[src/rtl/cpu_mc_pkg.sv]
// Shared types and constants for the cpu_mc multicycle core: FSM states, instruction field codes,
// memory command codes and register-number selectors.
package cpu_mc_pkg;

  typedef enum logic [2:0] {
    StFetch, StDecode, StExec, StAddr, StMem, StWrite, StBranch, StHalt
  } state_e;

  localparam logic [1:0] MNONE  = 2'b00;
  localparam logic [1:0] MREAD  = 2'b01;
  localparam logic [1:0] MWRITE = 2'b10;

  localparam logic [2:0] OpcBranch = 3'b001;
  localparam logic [2:0] OpcCall   = 3'b010;
  localparam logic [2:0] OpcLdr    = 3'b011;
  localparam logic [2:0] OpcStr    = 3'b100;
  localparam logic [2:0] OpcAlu    = 3'b101;
  localparam logic [2:0] OpcMov    = 3'b110;

  localparam logic [1:0] OpAdd    = 2'b00;
  localparam logic [1:0] OpCmp    = 2'b01;
  localparam logic [1:0] OpAnd    = 2'b10;
  localparam logic [1:0] OpMvn    = 2'b11;
  localparam logic [1:0] OpMovReg = 2'b00;
  localparam logic [1:0] OpMovImm = 2'b10;
  localparam logic [1:0] OpBx     = 2'b00;
  localparam logic [1:0] OpBl     = 2'b11;

  localparam logic [1:0] ShNone = 2'b00;
  localparam logic [1:0] ShLsl  = 2'b01;
  localparam logic [1:0] ShLsr  = 2'b10;

  localparam logic [2:0] CondAl = 3'b000;
  localparam logic [2:0] CondEq = 3'b001;
  localparam logic [2:0] CondNe = 3'b010;
  localparam logic [2:0] CondLt = 3'b011;
  localparam logic [2:0] CondLe = 3'b100;

  localparam logic [1:0] NselRn = 2'd0;
  localparam logic [1:0] NselRd = 2'd1;
  localparam logic [1:0] NselRm = 2'd2;
  localparam logic [1:0] NselR7 = 2'd3;

  function automatic logic [2:0] nsel_to_reg(input logic [1:0] nsel, input logic [15:0] ir);
    case (nsel)
      NselRn:  return ir[10:8];
      NselRd:  return ir[7:5];
      NselRm:  return ir[2:0];
      default: return 3'd7;
    endcase
  endfunction

  function automatic logic cond_taken(input logic [2:0] cond, input logic n, input logic v,
                                      input logic z);
    case (cond)
      CondAl:  return 1'b1;
      CondEq:  return z;
      CondNe:  return !z;
      CondLt:  return n ^ v;
      CondLe:  return (n ^ v) | z;
      default: return 1'b0;
    endcase
  endfunction

endpackage

[src/rtl/cpu_mc_regfile.sv]
// Eight-entry register file: two combinational read ports, one synchronous write port and a
// synchronous active-low clear.
module cpu_mc_regfile #(
  parameter int unsigned DATA_W = 16
) (
  input  logic              clk_i,
  input  logic              clr_ni,
  input  logic [2:0]        raddr_a_i,
  output logic [DATA_W-1:0] rdata_a_o,
  input  logic [2:0]        raddr_b_i,
  output logic [DATA_W-1:0] rdata_b_o,
  input  logic              we_i,
  input  logic [2:0]        waddr_i,
  input  logic [DATA_W-1:0] wdata_i
);

  logic [DATA_W-1:0] regs_q [8];
  logic [DATA_W-1:0] regs_d [8];

  always_comb begin
    regs_d = regs_q;
    if (we_i) regs_d[waddr_i] = wdata_i;
  end

  always_ff @(posedge clk_i) begin
    if (!clr_ni) regs_q <= '{default: '0};
    else         regs_q <= regs_d;
  end

  assign rdata_a_o = regs_q[raddr_a_i];
  assign rdata_b_o = regs_q[raddr_b_i];

endmodule

[src/rtl/cpu_mc.sv]
// Multicycle 16-bit-encoding CPU core with a ready-handshaked shared memory port.
// Define CPU_CALL_EN to enable the BL/BX/BLX call instructions (opcode 010).
module cpu_mc
  import cpu_mc_pkg::*;
#(
  parameter int unsigned       DATA_W   = 16,
  parameter int unsigned       ADDR_W   = 9,
  parameter logic [ADDR_W-1:0] RESET_PC = '0
) (
  input  logic              clk,
  input  logic              reset,
  output logic [1:0]        mem_cmd,
  output logic [ADDR_W-1:0] mem_addr,
  output logic [DATA_W-1:0] mem_wdata,
  input  logic [DATA_W-1:0] mem_rdata,
  input  logic              mem_ready,
  output logic [DATA_W-1:0] out,
  output logic              N,
  output logic              V,
  output logic              Z,
  output logic              halted,
  output logic [ADDR_W-1:0] pc_dbg
);

  state_e            state_q, state_d;
  logic [ADDR_W-1:0] pc_q, pc_d, addr_q, addr_d, pc_br;
  logic [15:0]       ir_q, ir_d;
  logic [DATA_W-1:0] a_q, a_d, b_q, b_d, c_q, c_d, mdr_q, mdr_d;
  logic              n_q, n_d, v_q, v_d, z_q, z_d;

  logic [2:0]        opcode, cond;
  logic [1:0]        op, sh, nsel, rb_nsel;
  logic [DATA_W-1:0] sximm8, sximm5, b_sh, diff, alu_res, addr_sum;
  logic [DATA_W-1:0] rdata_a, rdata_b, rf_wdata;
  logic              rf_we, instr_ok, cmp_v;

  assign opcode   = ir_q[15:13];
  assign op       = ir_q[12:11];
  assign cond     = ir_q[10:8];
  assign sh       = ir_q[4:3];
  assign sximm8   = {{(DATA_W-8){ir_q[7]}}, ir_q[7:0]};
  assign sximm5   = {{(DATA_W-5){ir_q[4]}}, ir_q[4:0]};
  assign addr_sum = a_q + sximm5;
  assign pc_br    = pc_q + sximm8[ADDR_W-1:0];
  // Stores and calls need R[Rd] on the second read port.
  assign rb_nsel  = (opcode == OpcStr || opcode == OpcCall) ? NselRd : NselRm;

  cpu_mc_regfile #(.DATA_W(DATA_W)) u_regfile (
    .clk_i     (clk),
    .clr_ni    (reset),
    .raddr_a_i (nsel_to_reg(NselRn, ir_q)),
    .rdata_a_o (rdata_a),
    .raddr_b_i (nsel_to_reg(rb_nsel, ir_q)),
    .rdata_b_o (rdata_b),
    .we_i      (rf_we),
    .waddr_i   (nsel_to_reg(nsel, ir_q)),
    .wdata_i   (rf_wdata)
  );

  always_comb begin
    case (sh)
      ShNone:  b_sh = b_q;
      ShLsl:   b_sh = {b_q[DATA_W-2:0], 1'b0};
      ShLsr:   b_sh = {1'b0, b_q[DATA_W-1:1]};
      default: b_sh = {b_q[DATA_W-1], b_q[DATA_W-1:1]};
    endcase
    diff  = a_q - b_sh;
    cmp_v = (a_q[DATA_W-1] != b_sh[DATA_W-1]) && (diff[DATA_W-1] != a_q[DATA_W-1]);
    if (opcode == OpcMov) begin
      alu_res = b_sh;
    end else begin
      case (op)
        OpAdd:   alu_res = a_q + b_sh;
        OpAnd:   alu_res = a_q & b_sh;
        OpMvn:   alu_res = ~b_sh;
        default: alu_res = diff;
      endcase
    end
  end

  always_comb begin
    case (opcode)
      OpcMov:                    instr_ok = (op == OpMovImm) || (op == OpMovReg);
      OpcAlu:                    instr_ok = 1'b1;
      OpcLdr, OpcStr, OpcBranch: instr_ok = (op == 2'b00);
`ifdef CPU_CALL_EN
      OpcCall:                   instr_ok = (op != 2'b01);
`endif
      default:                   instr_ok = 1'b0;
    endcase
  end

  always_comb begin
    rf_we    = 1'b0;
    nsel     = NselRd;
    rf_wdata = c_q;
    if (state_q == StWrite) begin
      rf_we = 1'b1;
      if (opcode == OpcMov && op == OpMovImm) begin
        nsel     = NselRn;
        rf_wdata = sximm8;
      end else if (opcode == OpcLdr) begin
        rf_wdata = mdr_q;
      end
    end
`ifdef CPU_CALL_EN
    if (state_q == StBranch && opcode == OpcCall && op != OpBx) begin
      rf_we    = 1'b1;
      nsel     = NselR7;
      rf_wdata = DATA_W'(pc_q);
    end
`endif
  end

  always_comb begin
    state_d = state_q;
    pc_d    = pc_q;
    ir_d    = ir_q;
    a_d     = a_q;
    b_d     = b_q;
    c_d     = c_q;
    addr_d  = addr_q;
    mdr_d   = mdr_q;
    n_d     = n_q;
    v_d     = v_q;
    z_d     = z_q;
    unique case (state_q)
      StFetch: begin
        if (mem_ready) begin
          ir_d    = mem_rdata[15:0];
          pc_d    = pc_q + ADDR_W'(1);
          state_d = StDecode;
        end
      end
      StDecode: begin
        a_d = rdata_a;
        b_d = rdata_b;
        if (!instr_ok)                              state_d = StHalt;
        else if (opcode == OpcMov && op == OpMovImm) state_d = StWrite;
        else if (opcode == OpcMov || opcode == OpcAlu) state_d = StExec;
        else if (opcode == OpcLdr || opcode == OpcStr) state_d = StAddr;
        else                                        state_d = StBranch;
      end
      StExec: begin
        if (opcode == OpcAlu && op == OpCmp) begin
          n_d     = diff[DATA_W-1];
          z_d     = (diff == '0);
          v_d     = cmp_v;
          state_d = StFetch;
        end else begin
          c_d     = alu_res;
          state_d = StWrite;
        end
      end
      StAddr: begin
        c_d     = addr_sum;
        addr_d  = addr_sum[ADDR_W-1:0];
        state_d = StMem;
      end
      StMem: begin
        if (mem_ready) begin
          mdr_d   = mem_rdata;
          state_d = (opcode == OpcLdr) ? StWrite : StFetch;
        end
      end
      StWrite: state_d = StFetch;
      StBranch: begin
        state_d = StFetch;
        if (opcode == OpcBranch) begin
          if (cond_taken(cond, n_q, v_q, z_q)) pc_d = pc_br;
        end
`ifdef CPU_CALL_EN
        else if (opcode == OpcCall) begin
          pc_d = (op == OpBl) ? pc_br : b_q[ADDR_W-1:0];
        end
`endif
      end
      StHalt: state_d = StHalt;
    endcase
  end

  always_ff @(posedge clk) begin
    if (!reset) begin
      state_q <= StFetch;
      pc_q    <= RESET_PC;
      ir_q    <= '0;
      a_q     <= '0;
      b_q     <= '0;
      c_q     <= '0;
      addr_q  <= '0;
      mdr_q   <= '0;
      n_q     <= 1'b0;
      v_q     <= 1'b0;
      z_q     <= 1'b0;
    end else begin
      state_q <= state_d;
      pc_q    <= pc_d;
      ir_q    <= ir_d;
      a_q     <= a_d;
      b_q     <= b_d;
      c_q     <= c_d;
      addr_q  <= addr_d;
      mdr_q   <= mdr_d;
      n_q     <= n_d;
      v_q     <= v_d;
      z_q     <= z_d;
    end
  end

  // Asserting reset drops the command immediately so an in-flight store never lands.
  always_comb begin
    mem_cmd  = MNONE;
    mem_addr = pc_q;
    if (state_q == StMem) begin
      mem_addr = addr_q;
      if (reset) mem_cmd = (opcode == OpcStr) ? MWRITE : MREAD;
    end else if (state_q == StFetch && reset) begin
      mem_cmd = MREAD;
    end
  end

  assign mem_wdata = b_q;
  assign out       = c_q;
  assign N         = n_q;
  assign V         = v_q;
  assign Z         = z_q;
  assign halted    = (state_q == StHalt);
  assign pc_dbg    = pc_q;

endmodule
[config.mk]
export PLATFORM = sky130hd
export DESIGN_NAME = cpu_mc
export DESIGN_NICKNAME = d
export VERILOG_FILES = /design/src/rtl/cpu_mc_pkg.sv /design/src/rtl/cpu_mc_regfile.sv /design/src/rtl/cpu_mc.sv
export SDC_FILE = /design/constraint.sdc
export NUM_CORES = 1
export LEC_CHECK = 0
export BUFFER_PORTS_ARGS = -buffer_cell sky130_fd_sc_hd__buf_2
export CELL_PAD_IN_SITES_DETAIL_PLACEMENT = 1
export CELL_PAD_IN_SITES_GLOBAL_PLACEMENT = 2
export CORE_MARGIN = 2
export CORE_UTILIZATION = 42
export CTS_CLUSTER_DIAMETER = 150
export DETAILED_ROUTE_END_ITERATION = 10
export PLACE_DENSITY = 0.89
export RECOVER_POWER = 25
export SKIP_LAST_GASP = 1
export SLEW_MARGIN = 10
export SYNTH_ARGS = -nofsm -noshare
export SYNTH_HDL_FRONTEND = slang
export SYNTH_SLANG_ARGS = --single-unit
[constraint.sdc]
create_clock -name clk -period 11.2 [get_ports clk]
set_input_delay 0.56 -clock clk [delete_from_list [all_inputs] [get_ports clk]]
set_output_delay 0.56 -clock clk [all_outputs]
set_load 0.01 [all_outputs]
# == Yosys cells after proc, flatten, opt, wreduce, memory -nomap -nowiden ==
# Index checks and enable logic that the tools add are counted.
# totals
register_bits,232
input_bits,19
elab_cells,140
# op_classes
n_reduce_logical,27
n_bitwise,7
muxes,45
addsub,5
n_eq_ne,33
magnitude_cmp,4
# ops
op,count
16-bit two-way mux,10
128-bit bitwise mux,1
16-bit binary-select mux with 3-bit select,2
16-bit case mux with 3 select lines,2
16-bit demux with 3-bit select,1
9-bit two-way mux,4
16-bit adder,2
16-bit case mux with 2 select lines,1
3-bit == test (second input constant),8
3-bit two-way mux,8
3-bit case mux with 7 select lines,1
3-bit by 2-bit == test with 1-bit output (second input constant),6
3-bit case mux with 3 select lines,2
9-bit case mux with 2 select lines,1
16-bit bitwise AND,1
16-bit logical NOT,1
16-bit inverter,1
16-bit subtractor,1
4-bit greater-or-equal comparator (second input constant),3
3-bit inverter with 4-bit output,3
2-bit != test (second input constant),5
2-bit AND reduction,5
9-bit by 1-bit adder with 9-bit output (second input constant),1
9-bit adder,1
other kinds (22),50

# == Depth between registers and ports, before layout ==
# depth
depth_word,12
mapped_depth,15
depth_no_buf,13

# == Cells and area by module ==
# Synthesis repeated with hierarchy kept, for this count alone.
# unflattened
hier_cells,1813
area_unflattened_um2,15190.8
# modules_own_cells
mod,seq_area_each_um2,area_per_inst_um2,instances,cells_each
cpu_mc,2082.0,8030.2,1,1108
cpu_mc_regfile,2562.5,7160.6,1,705

# == Least setup slack after synthesis ==
# OpenSTA, ideal clock, no wires.
# synth_timing
path_kind,register to register
startpoint,register ir_q[4]
endpoint,register z_q (netlist: Z)
arrival_ps,3452
setup_slack_ps,7664
required_time_ps,11116
stages_incl_launch_ff,15
cell_sequence,dfxtp_1 -> clkbuf_1 -> clkbuf_1 -> clkbuf_1 -> nand2_1 -> o21ai_0 -> ha_1 -> clkbuf_1 -> nor3_1 -> nand2_1 -> o21ai_0 -> mux2_2 -> nor4_2 -> nand4_1 -> o31ai_2
# synth_via
elab_chain_len,4
word_cells_on_any_way,6
# synth_rtl
element,line_no,rtl
start: declaration,cpu_mc.sv:27,"logic [15:0] ir_q, ir_d;"
start signal: assignment,cpu_mc.sv:198,ir_q <= ir_d;
2-bit == test (tied with other cells),cpu_mc.sv:61,case (sh)
16-bit case mux with 3 select lines (*),cpu_mc.sv:61,
16-bit subtractor (*),cpu_mc.sv:67,diff = a_q - b_sh;
16-bit logical NOT (*),cpu_mc.sv:147,z_d = (diff == '0);
end signal: assignment,cpu_mc.sv:206,z_q <= z_d;
end: declaration,cpu_mc.sv:29,"logic n_q, n_d, v_q, v_d, z_q, z_d;"
# Every way passes the cells marked *; elsewhere a longest branch is shown, timed or not.
# A chain may end at the register's enable or synchronous reset.

# == Worst setup path in the final report ==
# layout_timing
startpoint,input port reset
endpoint,register a_q[0]
# layout_lines
element,line_no,rtl
start: declaration,cpu_mc.sv:11,"input logic reset,"
end signal: assignment,cpu_mc.sv:187,a_q <= '0;
end signal: assignment,cpu_mc.sv:199,a_q <= a_d;
end: declaration,cpu_mc.sv:28,"logic [DATA_W-1:0] a_q, a_d, b_q, b_d, c_q, c_d, mdr_q, mdr_d;"
# No word-level cell between the ends.

==> reports/summary.md <==
The flow ran to the end, but the final reports show violations. The checks that failed: max-capacitance violations, max-slew violations. The most instantiated flip-flop cell in the synthesis netlist was sky130_fd_sc_hd__dfxtp_1.

The die boundary height was 189 um; the fraction of the yosys area taken by sequential cells was 32.3%. In this run, the combinational gates consume 31.0% of the power. After synthesis, the share of flip-flops with an asynchronous set or reset is 0%. Clock skew on the completed layout was measured at 0.00959 ns. The final route contains 12619 vias. The run gives 2 as the initial antenna violation count. The tools report the starting density of the core as 42.8%. After legalization and detailed placement, the total HPWL measured 35200 um. The die outline area was 35800 sq um.

The internal portion of the total power is 1.75 mW. The ratio of final minimum period to clock period came out at 62.7%. In this run the mean area of a mapped cell was 8.96 sq um. Cells with a size suffix above 1 make up 12.9% of the layout.

VDD sags by at most 0.123 mV. At the pin with the least slew margin, the transition time is 4.52 ns. Synthesis produced a netlist whose cell count is 1606. The run gives 3861 as the layout filler cell count.

For this design the static power due to leakage is 6.22 nW. Counting the buffers created by CTS gives 27. Master cell of the clock root buffer: sky130_fd_sc_hd__clkbuf_16. In this run the tightest slew margin relative to its limit is -201%.

The part of the total power dissipated in the clock network was 34.1%; the final total negative setup slack was 0 ns. The cell area that synthesis handed to floorplanning was 14400 sq um. The worst register-to-register path ends at u_regfile.regs_q[43].

Number of cells on the worst hold path: 3. During synthesis, Yosys emitted a total of 0 warnings. In this run the worst hold path is classified as in2reg. The area growth from synthesis to layout is 10.2%. In this run the standard cell core region covers 33600 sq um. Including well taps, the total number of placed cells is 2028. After clock tree synthesis, the flow added hold-fix buffers numbering 0.

The largest total area in the synthesized netlist belongs to sky130_fd_sc_hd__dfxtp_1. Clock-pin slew was measured on the worst setup and hold paths at 0.06 ns. The minimum period implied by the final worst setup slack is 7.02 ns, and the number of gates resized after cts is 0. Summed over all nets, the switching power comes to 1.01 mW. Dividing the detail-routed wire length by the instance count gives 24.4 um.

The detailed-routing iteration count for the pre-antenna-repair pass is 6. The detail route stage leaves a number of antenna-violating nets equal to 0. In the routed layout, each cell is associated on average with a via count of 6.07. Static timing analysis puts the maximum clock frequency at 142 MHz. Clock latency on the worst-skew pair, taken at its later pin, is 0.56 ns. The number of DRC violations after detailed routing is 0, and the area share of the largest cell type after synthesis is 32.3%. Entering global routing, the biggest net connects 105 pins. Terminating pin of the worst hold path: ir_q[13]. During I/O placement, the number of pins put on the boundary was 75. The final hold violation count was 0. The tools report the CTS H-tree depth as 1. Per report_power, the sequential group accounts for 34.9% of the total. The initialized floorplan defines 67 standard-cell rows.

The maximum clock path buffer count is 3. Sort of element at the start of the critical path: an input pin. The number of cells on the worst reg-to-reg path was 6. The via count of the first global-routing pass came out at 12889. By startpoint and endpoint, the worst setup path is classified as in2reg.

The switching share of power was 36.5%; the overall overflow remaining after global route was 0. The max-slew violation count was 287. Synthesis inferred 232 register bits. The run gives 0 as the number of buffers inserted by post-CTS setup repair. Arrival time at the worst endpoint: 7.42 ns.

The count of different cell masters after synthesis came out at 78. The first global-routing pass estimated 76900 um of wire. The tools report the number of non-filler instances in the completed layout as 2079. The worst setup path is captured at a flip-flop.

The tools report the final-report setup violation count as 0. The logs give 1689 for the net count reported at finish and 50700 um for the total wirelength of the detailed-routed design. Data on the critical path is required at its endpoint by 11.60 ns. The worst hold path begins at mem_rdata[13].

The worst register-to-register path has a setup slack of 6.35 ns. In this run, synthesis inferred 0 flip-flops with an integrated enable. Counting every sink on the clock net gives 232. Across every metal layer, demand over resource in global routing totals 27.9%. Counting every net in the synthesized netlist gives 1686.

Dividing total power by cell area gives a power density of 174 nW/um^2. Of all nets on the critical path, the largest fanout is 104. The floorplan step set the die width to 189 um. Ranked by total cell area, the synthesized netlist is headed by sky130_fd_sc_hd__dfxtp_1, sky130_fd_sc_hd__mux2i_1, sky130_fd_sc_hd__mux4_2, sky130_fd_sc_hd__nor2_1, sky130_fd_sc_hd__ha_1.

At the end of routability-driven placement, the weighted congestion stood at 0.862. The startpoint identified for the worst register-to-register timing path is ir_q[8]. The detailed router finished its first iteration with 837 violations. Buffers placed on the I/O ports in this run total 74. TritonCTS built the clock tree. Max-cap check violation count: 5.

Setup repair after global routing left no endpoint under its margin.
worst max-delay path, stage by stage:
cell,delay (ns)
sky130_fd_sc_hd__buf_2,0.08
sky130_fd_sc_hd__buf_4,0.36
sky130_fd_sc_hd__clkinvlp_2,3.09
sky130_fd_sc_hd__clkbuf_1,2.34
sky130_fd_sc_hd__a311oi_1,0.87
registers in the layout (all words and copies together), names as in the netlist, 3 cells and up:
signal and flops:
mdr_q 16, addr_q 9, state_q 3, mem_wdata 16, u_regfile.regs_q 128, pc_dbg 9
a_q 16, ir_q 16, out 16
power groups by stage:
stage | sequential [mW] | clock [mW] | combinational [mW]
5_1_grt | 0.964 | 0.982 | 0.924
3_5_place_dp | 0.974 | 0 | 0.845
4_1_cts | 0.957 | 0.953 | 0.853
2_1_floorplan | 0.927 | 0 | 0.614
3_3_place_gp | 0.973 | 0 | 0.831
6_report | 0.962 | 0.938 | 0.853
layout make-up:
| type | count | area [sq um] | share of cell area (%) |
|---|---|---|---|
| Inverter | 46 | 174 | 1.10 |
| Clock inverter | 11 | 154 | 0.970 |
| Timing Repair Buffer | 94 | 457 | 2.88 |
| Multi-Input combinational cell | 1208 | 9070 | 57.2 |
| Sequential cell | 232 | 4650 | 29.3 |
| Antenna cell | 1 | 2.50 | 0.0158 |
| Tap cell | 448 | 561 | 3.53 |
| Clock buffer | 39 | 801 | 5.05 |
through the flow:
stage / hold slack, ns / total power [mW] / util [%] / area, sq um / worst slack [ns]
2_1_floorplan: 0.428 / 1.54 / - / 14400 / 7.66
3_3_place_gp: 0.446 / 1.80 / 44.6 / 15000 / 7.08
3_5_place_dp: 0.450 / 1.82 / 44.6 / 15000 / 7.06
4_1_cts: 0.223 / 2.76 / 47.4 / 15900 / 7.05
5_1_grt: 0.253 / 2.87 / 47.2 / 15900 / 3.59
6_report: 0.247 / 2.75 / 47.2 / 15900 / 4.18
placed cells by master, fill, tap and decap left out, drive strengths merged, types with 10 or more instances in the layout:
cell type and n:
nor3 23, nand2 170, inv 45, mux2 10, nand2b 14, a21oi 138, a211oi 10, xor2 10
and2 10, mux4 73, xnor2 32, ha 57, buf 47, a31oi 13, dfxtp 232, a311oi 17
mux2i 174, nor2 222, clkbuf 86, o21ai 82, nand3 16
Yosys cell counts (4+ instances only):
master	number
sky130_fd_sc_hd__a221oi_1	5
sky130_fd_sc_hd__mux2i_1	173
sky130_fd_sc_hd__nor3_1	22
sky130_fd_sc_hd__o22ai_1	9
sky130_fd_sc_hd__buf_2	18
sky130_fd_sc_hd__o211ai_1	9
sky130_fd_sc_hd__a21boi_0	4
sky130_fd_sc_hd__xnor2_1	32
sky130_fd_sc_hd__a31oi_1	13
sky130_fd_sc_hd__a211oi_1	10
sky130_fd_sc_hd__dfxtp_1	232
sky130_fd_sc_hd__a311oi_1	17
sky130_fd_sc_hd__a21o_1	9
sky130_fd_sc_hd__o21ai_0	79
sky130_fd_sc_hd__nand4_1	7
sky130_fd_sc_hd__or4_1	4
sky130_fd_sc_hd__nand2b_1	14
sky130_fd_sc_hd__mux4_2	73
sky130_fd_sc_hd__o221ai_1	5
sky130_fd_sc_hd__a211o_1	6
sky130_fd_sc_hd__nor3b_1	4
sky130_fd_sc_hd__inv_1	44
sky130_fd_sc_hd__ha_1	57
sky130_fd_sc_hd__o31ai_1	4
sky130_fd_sc_hd__nor4_1	5
sky130_fd_sc_hd__clkbuf_1	82
sky130_fd_sc_hd__a21oi_1	127
sky130_fd_sc_hd__a21oi_2	11
sky130_fd_sc_hd__mux2_2	9
sky130_fd_sc_hd__o21a_1	5
sky130_fd_sc_hd__fa_1	4
sky130_fd_sc_hd__nor2_1	218
sky130_fd_sc_hd__o21bai_1	4
sky130_fd_sc_hd__nor2b_1	8
sky130_fd_sc_hd__buf_1	5
sky130_fd_sc_hd__nand3_1	16
sky130_fd_sc_hd__nor2_2	4
sky130_fd_sc_hd__buf_6	4
sky130_fd_sc_hd__buf_4	11
sky130_fd_sc_hd__xor2_1	10
sky130_fd_sc_hd__nand2_1	170
sky130_fd_sc_hd__and2_1	10
how the worst max path moves through the flow:
stage / from / endpoint / slack, ns
floorplan: ir_q[4] / Z / 7.66
global placement: ir_q[4] / Z / 7.08
detailed placement: ir_q[4] / Z / 7.06
CTS: ir_q[4] / Z / 7.05
global route: reset / a_q[0] / 3.59
finish: reset / a_q[0] / 4.18
routing by layer:
layer	share of wire [%]	wire length, um	track usage, %
met1	42	21200	35.5
met5	0	0	0
met4	3.4	1710	9.80
met2	49	24600	47.8
met3	6.4	3240	4.62
cells by family after synthesis:
family | after synthesis | synth area share (%)
xor gates and xnor gates | 42 | 2.56
AOI/OAI and AO/OA | 342 | 14.8
buffers and inverters | 166 | 4.98
and+or+nand+nor | 506 | 15.5
adders and majority gates | 61 | 5.51
DFF | 232 | 32.3
muxes | 257 | 24.3
(Power assumes the default switching activity.)
